==> src/rtl/pipe_pkg.sv <==
// Shared pipeline defaults and sizing helpers.
// Used by the elastic buffer and its storage.
package pipe_pkg;

  localparam int DEF_DATA_WIDTH = 8;

  function automatic int cnt_w(input int depth);
    return $clog2(depth + 1);
  endfunction

endpackage

==> src/rtl/elastic_mem.sv <==
// Unreset storage array for the elastic buffer.
// One synchronous write port, one asynchronous read port.
module elastic_mem
  import pipe_pkg::*;
#(
  parameter int DATA_WIDTH = DEF_DATA_WIDTH,
  parameter int DEPTH      = 4
) (
  input  logic                     clk,
  input  logic                     we,
  input  logic [$clog2(DEPTH)-1:0] waddr,
  input  logic [DATA_WIDTH-1:0]    wdata,
  input  logic [$clog2(DEPTH)-1:0] raddr,
  output logic [DATA_WIDTH-1:0]    rdata
);

  logic [DATA_WIDTH-1:0] mem [DEPTH];

  always_ff @(posedge clk) begin
    if (we) mem[waddr] <= wdata;
  end

  assign rdata = mem[raddr];

endmodule

==> src/rtl/elastic_buffer.sv <==
// Elastic buffer with registered head, ready and flags.
// The head register mirrors the oldest stored entry.
module elastic_buffer
  import pipe_pkg::*;
#(
  parameter int DATA_WIDTH  = DEF_DATA_WIDTH,
  parameter int DEPTH       = 4,
  parameter int AFULL_LEVEL = DEPTH - 1
) (
  input  logic                        clk,
  input  logic                        rst_n,
  input  logic [DATA_WIDTH-1:0]       in_data,
  input  logic                        in_valid,
  output logic                        in_ready,
  output logic [DATA_WIDTH-1:0]       out_data,
  output logic                        out_valid,
  input  logic                        out_ready,
  input  logic                        flush,
  output logic [cnt_w(DEPTH)-1:0]     count,
  output logic                        almost_full
);

  localparam int AW = $clog2(DEPTH);
  localparam int CW = cnt_w(DEPTH);
  localparam logic [CW-1:0] FULL  = CW'(DEPTH);
  localparam logic [CW-1:0] AFULL = CW'(AFULL_LEVEL);
  localparam logic [CW-1:0] ONE   = CW'(1);

  logic [AW-1:0]         rptr;
  logic [AW-1:0]         wptr;
  logic [AW-1:0]         raddr;
  logic [DATA_WIDTH-1:0] rdata;
  logic [CW-1:0]         count_n;
  logic [DATA_WIDTH-1:0] head_n;
  logic                  vld_n;
  logic                  push;
  logic                  pop;

  assign push  = in_valid && in_ready;
  assign pop   = out_valid && out_ready;
  assign raddr = rptr + 1'b1;

  elastic_mem #(
    .DATA_WIDTH (DATA_WIDTH),
    .DEPTH      (DEPTH)
  ) u_mem (
    .clk   (clk),
    .we    (push && !flush),
    .waddr (wptr),
    .wdata (in_data),
    .raddr (raddr),
    .rdata (rdata)
  );

  always_comb begin
    count_n = count;
    if (flush)             count_n = '0;
    else if (push && !pop) count_n = count + ONE;
    else if (pop && !push) count_n = count - ONE;
  end

  // Next head: entry behind the popped one, or the word being pushed
  // when that entry is not yet in storage.
  always_comb begin
    head_n = out_data;
    vld_n  = out_valid;
    if (count_n == '0) begin
      vld_n  = 1'b0;
      head_n = '0;
    end else if (pop) begin
      vld_n  = 1'b1;
      head_n = (count == ONE) ? in_data : rdata;
    end else if (!out_valid) begin
      vld_n  = 1'b1;
      head_n = in_data;
    end
  end

  always_ff @(posedge clk or negedge rst_n) begin
    if (!rst_n) begin
      rptr        <= '0;
      wptr        <= '0;
      count       <= '0;
      out_valid   <= 1'b0;
      out_data    <= '0;
      in_ready    <= 1'b0;
      almost_full <= 1'b0;
    end else begin
      count       <= count_n;
      out_valid   <= vld_n;
      out_data    <= head_n;
      in_ready    <= (count_n != FULL);
      almost_full <= (count_n >= AFULL);
      if (flush) begin
        rptr <= '0;
        wptr <= '0;
      end else begin
        if (pop)  rptr <= rptr + 1'b1;
        if (push) wptr <= wptr + 1'b1;
      end
    end
  end

endmodule

==> config.mk <==
export PLATFORM = sky130hd
export DESIGN_NAME = elastic_buffer
export DESIGN_NICKNAME = d
export VERILOG_FILES = /design/src/rtl/pipe_pkg.sv /design/src/rtl/elastic_mem.sv /design/src/rtl/elastic_buffer.sv
export SDC_FILE = /design/constraint.sdc
export NUM_CORES = 1
export LEC_CHECK = 0
export CAP_MARGIN = 10
export CORE_UTILIZATION = 40
export CTS_BUF_LIST = sky130_fd_sc_hd__clkbuf_2 sky130_fd_sc_hd__clkbuf_4 sky130_fd_sc_hd__clkbuf_8
export DETAILED_ROUTE_END_ITERATION = 12
export DONT_BUFFER_PORTS = 1
export MAX_ROUTING_LAYER = met4
export PLACE_DENSITY_LB_ADDON = 0.05
export SLEW_MARGIN = 0
export SYNTH_ARGS = -nofsm -noshare
export SYNTH_HDL_FRONTEND = slang
export SYNTH_SLANG_ARGS = --single-unit
==> constraint.sdc <==
create_clock -name clk -period 3.2 [get_ports clk]
set_clock_uncertainty 0.2 [all_clocks]
set_input_delay 0.64 -clock clk [delete_from_list [all_inputs] [get_ports clk]]
set_output_delay 0.64 -clock clk [all_outputs]
set_load 0.1 [all_outputs]
==> flow_summary.json, run 1 <==
{
  "synth_top_area_share_pct": 42.3,
  "outcome": "finished clean",
  "seq_area_frac_synth_pct": 62.1,
  "syn_nets": 175,
  "place_hpwl_um": 3050,
  "via_per_inst": 5.40,
  "grt_overflow": 0,
  "rsz0062_at_grt": "false",
  "met2_length_um": 2000,
  "switching_power_w": 0.000879,
  "path_class": "reg -> reg",
  "nets": 181,
  "syn_inst": 155,
  "drive_gt1_share_pct": 17.3,
  "place_ws_ns": 0.852,
  "fin_setup_tns_ns": 0,
  "place.gp.congestion": 0.724,
  "sequentialPowerShare_pct": 52.1,
  "intPower_w": 0.00119,
  "ant_nets": 0,
  "ys_ff_latch": 50,
  "first_global_vias": 1266,
  "wl_per_cell_um": 18.1,
  "instances_no_fill": 234,
  "grt_pass1_wl_um": 6870,
  "place_inst": 225,
  "dr.max_layer_used": "met4",
  "drt-pass1-iter-count": 4,
  "timing.final.setup_violations": 0,
  "rows": 27,
  "synth_common_cells": "edfxtp_1 (32), dfrtp_1 (18), nor2_1 (14)",
  "max_stage_delay_ns": 0.46,
  "die_x_um": 77.3,
  "path_cells": "inv_1 -> ha_1 -> nand2_1 -> nor3_1 -> a311o_4 -> a2111oi_1",
  "drt-met1-wl_um": 1970,
  "core_um2": 5470,
  "yosysMostFrequentCell": "edfxtp_1",
  "p_sw_share_pct": 42.5,
  "area_growth_pct": 9.81,
  "initial_core_util_pct": 41.5,
  "required_ns": 3.17,
  "period_share_pct": 70.2,
  "h-tree-depth": 2,
  "crit_fanout": 10,
  "num_vias": 1263,
  "post_cts_resized": 0,
  "finalPower_w": 0.00207,
  "relSlewSlack_pct": 39.5,
  "grt_max_degree": 20,
  "cts-root-buf": "clkbuf_8",
  "portBuffers": 0,
  "drc": 0,
  "clock-sinks": 50,
  "synthArstFlopShare_pct": 36.0,
  "wl_um": 4250,
  "finalHoldViolCount": 0,
  "drtIter0Drc": 26,
  "power.leakage_nw": 0.938,
  "synth_area_leader_cell": "edfxtp_1",
  "cts_buffers": 5,
  "n_antenna_cell": 0,
  "boundaryPins": 27,
  "timing.final.crit_period_ns": 2.25,
  "yosysWarnings": 0,
  "cts.path.max_buffers": 2,
  "end_kind": "flop",
  "maxCapViolCount": 0,
  "critPathSlowestCell": "a2111oi_1",
  "syn_avg_cell_area_um2": 14.7,
  "synthesis.area_um2": 2270,
  "synth_edf_count": 32,
  "clock_power_share_pct": 22.3,
  "clock_latency_ns": 0.30,
  "cp_num_buf_inv": 1,
  "synth_area_leaders": "edfxtp_1 (42%), dfrtp_1 (20%), mux4_2 (7.9%)",
  "die_area_um2": 5980,
  "worst_slack_ns": 0.954,
  "final_max_slew_viol_count": 0,
  "grt_usage_pct": 16.1,
  "p_per_area_nw_per_um2": 829,
  "min_path_type": "in -> reg",
  "worst_pin_slew_ns": 0.908,
  "die_height_um": 77.3,
  "path_delay_family": "compound AO/OA/AOI/OAI gates",
  "clkTransAtPathRegs_ns": 0.10,
  "antenna_found_initial": 0,
  "peakVddDrop_v": 0.000314,
  "cp.arrival_ns": 2.22,
  "cp-start-kind": "flop",
  "max_freq_mhz": 445,
  "route.met3.wl_um": 233,
  "ys_types": 33,
  "tritoncts": "yes",
  "p_comb_share_pct": 25.6,
  "ys.flop_type": "edfxtp_1"
}
-- cells in the final DEF (no fill, tap or decap), drive strengths merged, types with 6 or more instances in the layout --
| cell type | Yosys | final |
|---|---|---|
| dfrtp | 18 | 18 |
| nor2 | 14 | 14 |
| inv | 6 | 8 |
| a2111oi | 8 | 8 |
| nand2 | 8 | 8 |
| mux4 | 8 | 8 |
| a211oi | 7 | 7 |
| and2 | 6 | 6 |
| buf | 3 | 7 |
| edfxtp | 32 | 32 |
| ha | 7 | 7 |
| and3 | 7 | 7 |
-- cell type report --
cell class              instances  area [um^2]
fillers                       510         2980
clock inverters                 3         47.5
multi-input cells              90          791
inverters                       6         22.5
clock buffers                   5         68.8
flip-flops and latches         50         1410
well taps                      72         90.1
repair buffers                  8         62.6
-- worst paths after layout --
path	start	end	slack, ns	cells past startpoint
setup / recovery	count[1]$_DFF_PN0_	out_data[1]$_DFFE_PN0P_	0.95	6
hold reg to reg	wptr[1]$_DFFE_PN0P_	wptr[1]$_DFFE_PN0P_	0.37	2
min in group asynchronous	rst_n	out_data[6]$_DFFE_PN0P_	0.67	1
setup reg to reg	count[1]$_DFF_PN0_	out_data[1]$_DFFE_PN0P_	0.95	6
hold / removal	flush	out_data[4]$_DFFE_PN0P_	0.18	1
max in group asynchronous	rst_n	wptr[0]$_DFFE_PN0P_	1.63	1
-- layer usage --
layer / GRT usage (%) / vias up
met5: - / -
met4: 4.91 / 0
met3: 5.06 / 6
met2: 24.2 / 32
met1: 20.9 / 637
li1: - / 588
-- power groups by stage --
stage / sequential (W) / clock [W] / combinational [W]
after floorplan: 0.00120 / 0 / 0.000314
after global placement: 0.00109 / 0 / 0.000520
after detailed placement: 0.00109 / 0 / 0.000527
after CTS: 0.00108 / 0.000474 / 0.000534
after global routing: 0.00109 / 0.000502 / 0.000575
final: 0.00108 / 0.000461 / 0.000528
-- flip-flops by register name, indices dropped and copies added (netlist names) --
signal	cells
almost_full	1
count	3
in_ready	1
out_data	8
out_valid	1
rptr	2
u_mem.mem	32
wptr	2
-- logic make-up (layout without fill, tap and decap cells) --
| group | Yosys count | in the layout | share of synthesized area [%] |
|---|---|---|---|
| buffers and inverters | 15 | 22 | 3.03 |
| flip-flops | 50 | 50 | 62.1 |
| XOR/XNOR | 7 | 7 | 3.31 |
| AO/OA/AOI/OAI | 22 | 22 | 8.82 |
| AND/OR/NAND/NOR | 42 | 42 | 9.15 |
| multiplexers | 10 | 10 | 8.82 |
| adder cells (fa/ha/maj) | 9 | 9 | 4.74 |
-- per-stage QoR --
stage / util (%) / hold slack (ns) / cell area (um^2)
6_report: 45.6 / 0.185 / 2490
5_1_grt: 45.6 / 0.165 / 2490
2_1_floorplan: - / 0.144 / 2270
3_5_place_dp: 43.3 / 0.145 / 2370
3_3_place_gp: 43.3 / 0.145 / 2370
4_1_cts: 45.6 / 0.174 / 2490
-- what timing repair did --
item | in CTS | in global routing
endpoints found under the hold margin | 18 | 0
buffers inserted | 0 | 0
hold buffers | 1 | 0
Note: power is estimated with default switching activity, not from simulation.
==> inputs of run 2 (changes only) <==
==> constraint.sdc (replaced) <==
create_clock -name clk -period 2.32 [get_ports clk]
set_clock_uncertainty 0.2 [all_clocks]
set_input_delay 0.464 -clock clk [delete_from_list [all_inputs] [get_ports clk]]
set_output_delay 0.464 -clock clk [all_outputs]
set_load 0.1 [all_outputs]
==> flow_summary.json, run 2 (synthesis results as in run 1) <==
{
  "place_hpwl_um": 3380,
  "tritoncts": "yes",
  "timing.final.setup_violations": 0,
  "final_cell_mix": "edfxtp_1 (32), buf_4 (19), nor2_1 (14), dfrtp_1 (14)",
  "rows": 27,
  "instances_no_fill": 246,
  "reg2reg_slack_ns": 0.14,
  "first_global_vias": 1447,
  "fin_setup_tns_ns": 0,
  "period_share_pct": 94.1,
  "drc": 0,
  "die_x_um": 77.3,
  "critPathLaunch": "count[0]$_DFF_PN0_",
  "cts.path.max_buffers": 2,
  "final_max_slew_viol_count": 0,
  "required_ns": 2.29,
  "clkTransAtPathRegs_ns": 0.09,
  "reg_top3": "u_mem.mem (32), out_data (8), count (3)",
  "nets": 193,
  "p_per_area_nw_per_um2": 1120,
  "maxCapViolCount": 0,
  "finalPower_w": 0.00292,
  "cp.arrival_ns": 2.16,
  "timing.rr.end": "in_ready$_DFF_PN0_",
  "timing.final.crit_period_ns": 2.18,
  "final_common_cell": "edfxtp_1",
  "area_growth_pct": 14.4,
  "multi_input_area_um2": 815,
  "dr.max_layer_used": "met4",
  "finalHoldViolCount": 0,
  "regMostFlops": "u_mem.mem",
  "rsz0062_at_grt": "false",
  "die_area_um2": 5980,
  "cp-start-kind": "flop",
  "crit_end": "in_ready$_DFF_PN0_",
  "drt-met1-wl_um": 2080,
  "clock_latency_ns": 0.30,
  "end_kind": "flop",
  "route.met3.wl_um": 215,
  "clock-sinks": 50,
  "portBuffers": 0,
  "worst_pin_slew_ns": 0.828,
  "ff2ff_path_depth": 7,
  "drive_gt1_share_pct": 27.6,
  "relSlewSlack_pct": 44.6,
  "largest_reg_flops": 32,
  "whs_ns": 0.0178,
  "register_area_um2": 1420,
  "wl_um": 4810,
  "cts_setup_buffers": 0,
  "via_per_inst": 5.35,
  "cts-root-buf": "clkbuf_8",
  "grt_max_degree": 20,
  "ant_nets": 0,
  "layout.filler_cells": 504,
  "grt_pass1_wl_um": 7800,
  "core_um2": 5470,
  "antenna_found_initial": 0,
  "grt_usage_pct": 18.5,
  "min_path_type": "in -> reg",
  "initial_core_util_pct": 41.5,
  "grt_overflow": 0,
  "die_height_um": 77.3,
  "crit_fanout": 12,
  "place_inst": 237,
  "r2r_start": "count[0]$_DFF_PN0_",
  "wl_per_cell_um": 19.6,
  "drtIter0Drc": 98,
  "n_antenna_cell": 0,
  "peakVddDrop_v": 0.000528,
  "outcome": "finished clean",
  "num_vias": 1316,
  "max_freq_mhz": 458,
  "h-tree-depth": 2,
  "path_class": "reg -> reg",
  "drt-pass1-iter-count": 4,
  "boundaryPins": 27,
  "power.leakage_nw": 0.988,
  "cts_buffers": 5,
  "met2_length_um": 2470,
  "place.gp.congestion": 0.723
}
run 2: per-stage QoR:
step / instance area [um^2] / setup WS [ns] / util, %
final: 2600 / 0.138 / 47.5
after global routing: 2600 / 0.0391 / 47.5
after CTS: 2590 / 0.135 / 47.4
after detailed placement: 2490 / 0.152 / 45.5
after global placement: 2490 / 0.212 / 45.5
after floorplan: 2300 / 0.0130 / -
run 2: worst min path at each step:
stage / startpoint / to / slack [ns] / depth (start not counted)
finish: flush / out_data[6]$_DFFE_PN0P_ / 0.02 / 1
global route: flush / wptr[1]$_DFFE_PN0P_ / 0.005 / 1
CTS: flush / wptr[1]$_DFFE_PN0P_ / 0.008 / 1
detailed placement: rst_n / out_data[4]$_DFFE_PN0P_ / -0.03 / 0
global placement: rst_n / out_data[4]$_DFFE_PN0P_ / -0.03 / 0
floorplan: rst_n / almost_full$_DFF_PN0_ / -0.03 / 0
run 2: per-layer routing:
layer,track usage (%),up-vias
met1,22.6,662
met4,4.53,0
met3,3.76,6
met5,-,-
li1,-,616
met2,31.6,32
run 2: worst max-delay path, cell delays in order, from the launching register on:
cell and delay, ns:
dfrtp_4 0.52, inv_4 0.09, ha_4 0.12, a21boi_0 0.22, xor2_1 0.19, mux2i_1 0.09, buf_4 0.19, or3b_2 0.44
run 2: what timing repair did:
item                       in CTS  in global routing
hold buffers                    1                  0
resized for setup               0                  1
setup endpoints to repair       0                  1
hold endpoints to repair       18                  0
run 2: cell type report:
| cell class | instances | area share, % |
|---|---|---|
| multi-input combinational | 90 | 31.3 |
| sequential | 50 | 54.7 |
| timing repair buffer | 20 | 5.87 |
| tap | 72 | 3.47 |
| clock inverter | 2 | 0.481 |
| inverter | 6 | 0.963 |
| clock buffer | 6 | 3.18 |
run 2: power breakdown:
part           switching [W]  leakage (nW)  internal (W)  total [W]
Combinational       0.000887         0.418      0.000361    0.00125
Clock               0.000282        0.0488      0.000240   0.000522
Sequential         0.0000847         0.521       0.00106    0.00115
Total                0.00125         0.988       0.00166    0.00292
